$ cat config.mk
export PLATFORM = sky130hd
export DESIGN_NAME = sram_debug_bridge
export DESIGN_NICKNAME = d
export VERILOG_FILES = /design/src/rtl/sram_debug_bridge.sv
export SDC_FILE = /design/constraint.sdc
export NUM_CORES = 1
export LEC_CHECK = 0
export ABC_AREA = 1
export BUFFER_PORTS_ARGS = -buffer_cell sky130_fd_sc_hd__buf_2
export CORE_MARGIN = 2
export CORE_UTILIZATION = 40
export DETAILED_ROUTE_END_ITERATION = 7
export HOLD_SLACK_MARGIN = 0.1
export PLACE_DENSITY = 0.65
export SLEW_MARGIN = 20
export SYNTH_ARGS = -nofsm -noshare
export SYNTH_HDL_FRONTEND = slang
export SYNTH_SLANG_ARGS = --single-unit
$ cat constraint.sdc
create_clock -name CLK0 -period 4 [get_ports CLK0]
set_input_delay 0.8 -clock CLK0 [delete_from_list [all_inputs] [get_ports CLK0]]
set_output_delay 0.8 -clock CLK0 [all_outputs]
set_load 0.01 [all_outputs]
$ cat src/rtl/sram_debug_bridge.sv
// sram_debug_bridge: UART byte-stream initiator for the SRAM controller request bus.
//   rx_dat/rx_stb/rx_err   : received bytes and framing-error strobe
//   tx_dat/tx_stb/tx_busy  : transmit byte interface (read data, ping and ACK/NAK replies)
//   sram_*                 : level request, held stable until sram_ready
//   cpu_hold               : high from an accepted W/R command until its last tx byte is out
//   busy                   : FSM not idle
// Frame: CMD A2 A1 A0 LEN [data x LEN]; LEN=0 means 256 transfers.
module sram_debug_bridge #(
    parameter int ADDR_W         = 18,
    parameter int TIMEOUT_CYCLES = 1333333
) (
    input  logic              CLK0,
    input  logic              reset_n,
    input  logic [7:0]        rx_dat,
    input  logic              rx_stb,
    input  logic              rx_err,
    output logic [7:0]        tx_dat,
    output logic              tx_stb,
    input  logic              tx_busy,
    output logic [ADDR_W-1:0] sram_address,
    output logic [15:0]       sram_data_write,
    input  logic [15:0]       sram_data_read,
    output logic              sram_read,
    output logic              sram_write,
    input  logic              sram_ready,
    output logic              cpu_hold,
    output logic              busy
);
    localparam logic [7:0] ACK  = 8'h06;
    localparam logic [7:0] NAK  = 8'h15;
    localparam logic [7:0] PONG = 8'h21;
    localparam int TW = $clog2(TIMEOUT_CYCLES + 1);

    typedef enum logic [3:0] {
        S_IDLE, S_ADDR2, S_ADDR1, S_ADDR0, S_LEN, S_WDATA, S_WREQ,
        S_RREQ, S_TXSEND, S_TXWAIT, S_REPLY
    } state_t;

    state_t            state_q, state_d;
    logic [ADDR_W-1:0] addr_q, addr_d;
    logic [8:0]        cnt_q, cnt_d;
    logic [7:0]        data_q, data_d, reply_q, reply_d, skid_q, skid_d;
    logic              skid_v_q, skid_v_d, ovr_q, ovr_d, hold_q, hold_d;
    logic              wr_q, wr_d, rep_q, rep_d, txl_q;
    logic [TW-1:0]     tmo_q, tmo_d;
    logic              rx_ok, counting, expired, unused_hi;

    assign unused_hi = ^sram_data_read[15:8];
    // rx_err takes priority over a simultaneous byte
    assign rx_ok    = rx_stb && !rx_err;
    assign counting = state_q inside {S_ADDR2, S_ADDR1, S_ADDR0, S_LEN, S_WDATA};
    assign expired  = counting && !rx_stb && tmo_q == '0;
    // txl_q blocks a strobe in the cycle right after the previous one
    assign tx_stb          = (state_q == S_TXSEND || state_q == S_REPLY) && !tx_busy && !txl_q;
    assign tx_dat          = tx_stb ? (state_q == S_TXSEND ? data_q : reply_q) : 8'h00;
    assign sram_write      = state_q == S_WREQ;
    assign sram_read       = state_q == S_RREQ;
    assign sram_address    = addr_q;
    assign sram_data_write = {8'h00, data_q};
    assign cpu_hold        = hold_q;
    assign busy            = state_q != S_IDLE;

    always_comb begin
        state_d  = state_q;
        addr_d   = addr_q;
        cnt_d    = cnt_q;
        data_d   = data_q;
        reply_d  = reply_q;
        skid_d   = skid_q;
        skid_v_d = skid_v_q;
        ovr_d    = ovr_q;
        hold_d   = hold_q;
        wr_d     = wr_q;
        tmo_d    = rx_stb ? TW'(TIMEOUT_CYCLES - 1) : (counting && tmo_q != '0) ? tmo_q - TW'(1) : tmo_q;
        case (state_q)
            S_IDLE: if (rx_ok) begin
                if (rx_dat == 8'h57 || rx_dat == 8'h52) begin
                    wr_d    = rx_dat == 8'h57;
                    hold_d  = 1'b1;
                    ovr_d   = 1'b0;
                    state_d = S_ADDR2;
                end else begin
                    reply_d = rx_dat == 8'h3F ? PONG : NAK;
                    state_d = S_REPLY;
                end
            end
            S_ADDR2: if (rx_ok) begin
                // any A2 bit above the address width makes the frame invalid
                if (({rx_dat, 16'h0000} >> ADDR_W) != 24'h0) begin
                    reply_d = NAK;
                    state_d = S_REPLY;
                end else begin
                    addr_d  = ADDR_W'(rx_dat);
                    state_d = S_ADDR1;
                end
            end
            S_ADDR1: if (rx_ok) begin
                addr_d  = ADDR_W'({addr_q, rx_dat});
                state_d = S_ADDR0;
            end
            S_ADDR0: if (rx_ok) begin
                addr_d  = ADDR_W'({addr_q, rx_dat});
                state_d = S_LEN;
            end
            S_LEN: if (rx_ok) begin
                cnt_d   = {rx_dat == 8'h00, rx_dat};
                state_d = wr_q ? S_WDATA : S_RREQ;
            end
            S_WDATA: if (skid_v_q) begin
                // drain the skid entry; a byte arriving now takes its place
                data_d   = skid_q;
                skid_v_d = rx_ok;
                skid_d   = rx_dat;
                state_d  = S_WREQ;
            end else if (rx_ok) begin
                data_d  = rx_dat;
                state_d = S_WREQ;
            end
            S_WREQ: begin
                ovr_d = ovr_q | (rx_ok & skid_v_q);
                if (rx_ok && !skid_v_q) begin
                    skid_v_d = 1'b1;
                    skid_d   = rx_dat;
                end
                if (sram_ready) begin
                    addr_d = addr_q + ADDR_W'(1);
                    cnt_d  = cnt_q - 9'd1;
                    if (cnt_q == 9'd1) begin
                        reply_d = ovr_d ? NAK : ACK;
                        state_d = S_REPLY;
                    end else begin
                        state_d = S_WDATA;
                    end
                end
            end
            S_RREQ: if (sram_ready) begin
                data_d  = sram_data_read[7:0];
                addr_d  = addr_q + ADDR_W'(1);
                cnt_d   = cnt_q - 9'd1;
                state_d = S_TXSEND;
            end
            S_TXSEND: if (tx_stb) state_d = S_TXWAIT;
            S_TXWAIT: if (!txl_q && !tx_busy) state_d = cnt_q == 9'd0 ? S_IDLE : S_RREQ;
            S_REPLY:  if (tx_stb) state_d = S_TXWAIT;
            default:  state_d = S_IDLE;
        endcase
        if (expired) state_d = S_IDLE;
        // once a reply is underway further errors are ignored
        if (rx_err && state_q != S_IDLE && !rep_q) begin
            reply_d = NAK;
            state_d = S_REPLY;
        end
        if (state_d == S_REPLY) cnt_d = 9'd0;
        if (state_d != S_WDATA && state_d != S_WREQ) skid_v_d = 1'b0;
        if (state_d == S_IDLE) hold_d = 1'b0;
        rep_d = state_d == S_IDLE ? 1'b0 : state_d == S_REPLY ? 1'b1 : rep_q;
    end

    always_ff @(posedge CLK0) begin
        if (!reset_n) begin
            state_q  <= S_IDLE;
            addr_q   <= '0;
            cnt_q    <= '0;
            data_q   <= '0;
            reply_q  <= '0;
            skid_q   <= '0;
            skid_v_q <= 1'b0;
            ovr_q    <= 1'b0;
            hold_q   <= 1'b0;
            wr_q     <= 1'b0;
            rep_q    <= 1'b0;
            txl_q    <= 1'b0;
            tmo_q    <= '0;
        end else begin
            state_q  <= state_d;
            addr_q   <= addr_d;
            cnt_q    <= cnt_d;
            data_q   <= data_d;
            reply_q  <= reply_d;
            skid_q   <= skid_d;
            skid_v_q <= skid_v_d;
            ovr_q    <= ovr_d;
            hold_q   <= hold_d;
            wr_q     <= wr_d;
            rep_q    <= rep_d;
            txl_q    <= tx_stb;
            tmo_q    <= tmo_d;
        end
    end
endmodule

* After elaboration in Yosys (flattened, before gate mapping)
Index checks and enable logic that the tools add are counted. W data, S select, Z words.
Storage, ports and cells: bits of input ports 30, memory bits (read-only) 0, bits in latches 0, logic and storage cells 166, bits in registers 82, memories 0, memory bits (writable) 0, output and inout bits 47
Operators by class: reductions and logical operators 53, $add $sub $neg 3, div/mod/pow operators 0, mux-type cells 54, eq/ne operators 38, bitwise gates (word level) 3, multiply operators 0, shift operators 0, $lt $le $gt $ge 0
Operators by type and width (number):
- $mux W8 | 13
- $mux W18 | 4
- $mux W4 | 16
- $pmux W18 S3 | 1
- $mux W21 | 2
- $pmux W4 S10 | 1
- $pmux W8 S2 | 2
- $pmux W8 S3 | 1
- $reduce_bool A24 Y1 | 1
- $logic_not A21 Y1 | 1
- $reduce_bool A21 Y1 | 1
- $sub A21 B1 Y21 const B | 1
- $add A18 B1 Y18 const B | 1
- $mux W9 | 2
- $pmux W9 S2 | 1
- $eq A4 B3 Y1 const B | 4
- $eq A4 B4 Y1 const B | 4
- $eq A8 B7 Y1 const B | 2
- $reduce_or A2 Y1 | 8
- $reduce_and A3 Y1 | 5
- $ne A2 B1 Y1 const B | 7
- $ne A2 B2 Y1 const B | 7
- $reduce_and A7 Y1 | 2
- $logic_and A1 B1 Y1 | 11
- other kinds (29) | 53

* Longest topological paths before layout
word-level depth 11, mapped depth 14, depth with buffers taken out 13

* Least setup slack after synthesis
No wires, ideal clock.
path type input-to-output, from input tx_busy, to output tx_dat[0], slack 1.516 ns, data arrival time 1.684 ns, cell stages on the path 5, cells stage by stage nor2_1 nand2_1 inv_1 o21ai_0 a21oi_1
Between the ends: cells in the longest elaborated chain, start to end 4
RTL lines:
- start: declaration | line 19 | input logic tx_busy,
- $logic_not A1 Y1 | line 54 | assign tx_stb = (state_q == S_TXSEND || state_q == S_REPLY) && !tx_busy && !txl_q;
- $logic_and A1 B1 Y1 (2 in a row) | line 54
- net tx_stb | line 18 | output logic tx_stb,
- $mux W8 | line 55 | assign tx_dat = tx_stb ? (state_q == S_TXSEND ? data_q : reply_q) : 8'h00;
- end: declaration | line 17 | output logic [7:0] tx_dat,
The timed path passes the listed nets, and every way through them passes these cells.

* Final worst setup path
from input tx_busy, to output tx_dat[0]
Between the ends: cells in the longest elaborated chain, start to end 4
RTL lines (line):
- $logic_not A1 Y1 | 54
- $logic_and A1 B1 Y1 (2 in a row) | 54
- $mux W8 | 55
Every way passes these cells.

==> qor.csv <==
stage,metric,value,unit
final_layout,syn2layout_area_growth,15.05,%
global_route,globalRouteTotalUtil,21.08,%
clock_tree,cts_setup_buffers,0,
clock_tree,postCtsResizedCells,0,
global_route,grt_pass1_vias,4557,
timing,min_period_over_period,67.82,%
synth,netlist_instances,796,
synth,synth-seq-cells,79,
timing,finalSetupViolations,0,
final_layout,multi_input_area,2859,um2
placed_design,dpl_worst_slack,1.159,ns
route,num_vias,5150,
critical_path,rrSetupSlack,1.52,ns
synth,synth_cell_type_count,42,
final_layout,drive_gt1_share,14.82,%
critical_path,crit_path_end_kind,output port,
placed_design,globalplace.congestion,0.9070,
final_layout,fin_nets,887,
clock_tree,clkLatencyLatePin,0.35,ns
floorplan,pin_count,77,
global_route,grt_pass1_wl,22380,um
placed_design,dp.final_hpwl,10020,um
route,drc,0,
floorplan,fp.coreArea,12060,um2
floorplan,dieWidth,115.5,um
critical_path,critPathLaunchType,input port,
timing,rsz0062_at_grt,no,
final_layout,diodes,0,
final_layout,nFillCells,1308,
worst_hold_path,hp-class,reg -> reg,
power_and_ir_drop,vdd_drop_max,0.2816,mV
timing,relSlewSlack,48.69,%
timing,tns,0,ns
route,dr.pass1.iters,5,
route,drtAntennaViolNets,0,
clock_tree,htreeDepth,3,
floorplan,die_y,115.5,um
global_route,grt_overflow,0,
timing,setup_ws,1.287,ns
clock_tree,cts_max_path_buffers,2,
clock_tree,clkSlewWorstSetupHoldPaths,0.05,ns
route,wirelength,13490,um
timing,finalHoldViolations,0,
critical_path,cp.required,3.20,ns
route,vias_per_cell,5.024,
global_route,grt_max_degree,39,
critical_path,cp_max_fo,8,
critical_path,cp.arrival,1.91,ns
synth,yosys_warnings,0,
power_and_ir_drop,p_leak,2.581,nW
timing,fin_skew,0.007903,ns
global_route,antenna_found_initial,0,
floorplan,start_util,41.22,%
floorplan,die_area,13340,um2
placed_design,port_buffers,60,
clock_tree,clock_sinks,79,
timing,min_period,2.713,ns
clock_tree,cts.hold.buffers_added,0,
synth,synth_area,4972,um2
clock_tree,cts_tree,done,
critical_path,path_class,in -> out,
clock_tree,cts-root-buf,clkbuf_16,
floorplan,rows,40,
route,routedWlPerCell,13.16,um
route,dr.first_iter.drc_count,406,
outcome,status,"complete, no violations",
power_and_ir_drop,power_density,600.5,nW/um2
timing,max_freq,368.6,MHz
final_layout,register_area,1582,um2
timing,tightestPinTransition,0.7668,ns
job,cap_viol_max_count,0,
synth,avgSynthCellArea,6.247,um2
clock_tree,cts_buffers,9,
timing,timing.final.max_slew_violations,0,
synth,ys_seq_area_share,31.81,%
==> critical path, stage by stage <==
cell and delay [ns]:
buf_2 0.09, nor2_1 0.10, buf_4 0.17, nand2_1 0.23, inv_1 0.16, o21ai_0 0.09
a21oi_1 0.12, buf_2 0.15
==> per-stage QoR <==
stage | total power, mW | hold WS [ns] | instance area, um2 | cells | utilization [%]
after detailed placement | 2.537 | 0.4360 | 5395 | 1009 | 44.73
after floorplan | 2.168 | 0.4237 | 4999 | 803 | -
after CTS | 3.450 | 0.4449 | 5720 | 1025 | 47.43
after global routing | 3.702 | 0.4577 | 5720 | 1025 | 47.43
final | 3.435 | 0.4427 | 5720 | 1025 | 47.43
after global placement | 2.532 | 0.4342 | 5395 | 1009 | 44.73
==> registers in the layout, indices dropped and copies added (netlist names) <==
signal,flops
skid_q,8
ovr_q,1
state_q,4
cpu_hold,1
data_q,8
tmo_q,21
rep_q,1
reply_q,5
cnt_q,9
wr_q,1
txl_q,1
skid_v_q,1
sram_address,18
==> layout make-up <==
class                   instances  share of cell area (%)
flip-flops and latches         79                   27.65
clock inverters                 3                   1.137
clock buffers                  13                   4.549
well taps                     168                   3.675
repair buffers                 65                   5.906
multi-input cells             589                   49.98
inverters                     108                   7.108
==> cells by family after synthesis <==
group	synth area share, %
AOI/OAI and AO/OA	19.93
DFF	31.81
adders and majority gates	1.258
buffers and inverters	11.22
xor gates and xnor gates	1.233
and+or+nand+nor	34.47
other	0.07542
==> synth_stat cells (all sizes together) <==
master	number	area (um2)
nand2	170	658.1
nor2	126	545.5
inv	106	397.9
o21ai	87	446.7
dfxtp	79	1582
a21oi	62	310.3
nand3	58	305.3
buf	19	121.4
a31oi	17	106.4
nor3	16	96.35
clkbuf	8	30.03
nand4	8	50.05
o211ai	6	50.05
ha	5	62.56
or2	4	25.02
xor2	4	35.03
nor4	3	18.77
xnor2	3	26.28
clkinv	2	8.750
o21a	2	15.01
o21bai	2	15.01
o22ai	2	12.51
o31ai	2	15.01
a211oi	1	12.51
a22oi	1	7.510
conb	1	3.750
nand3b	1	7.510
nor3b	1	7.510
==> worst paths after layout <==
kind | startpoint | to | cells after the start
max | tx_busy | tx_dat[0] | 8
min | skid_q[0] | skid_q[0] | 2
max reg2reg | state_q[3] | sram_address[14] | 10
min reg2reg | skid_q[0] | skid_q[0] | 2
==> per-layer routing <==
metal | vias up | track usage, % | wire length, um | share of wire [%]
li1 | 2698 | - | - | -
met1 | 2319 | 27.96 | 6284 | 47
met2 | 117 | 34.54 | 6373 | 47
met3 | 16 | 3.923 | 646 | 4.8
met4 | 0 | 7.149 | 190 | 1.4
met5 | - | 0 | 0 | 0
==> power by group <==
group | switching, mW | leakage, nW | total, mW | internal, mW
registers | 0.175 | 0.644 | 1.11 | 0.936
logic | 0.959 | 1.78 | 1.41 | 0.453
clock network | 0.332 | 0.160 | 0.912 | 0.580
total | 1.47 | 2.58 | 3.43 | 1.97
==> layout by cell type (no fill, tap or decap), types with 5 or more instances in the layout <==
master     count
nand3_1       55
inv_1         94
ha_1           5
nor2_1       107
o21ai_0       75
nor3_1        14
nand2_1      166
clkbuf_16      9
a21oi_1       62
o21ai_1       11
nor2_2        14
conb_1         8
nand4_1        8
inv_2         12
buf_4          5
nor2_4         5
o211ai_1       5
a31oi_1       17
dfxtp_1       79
buf_2         60
(Power assumes the default switching activity.)
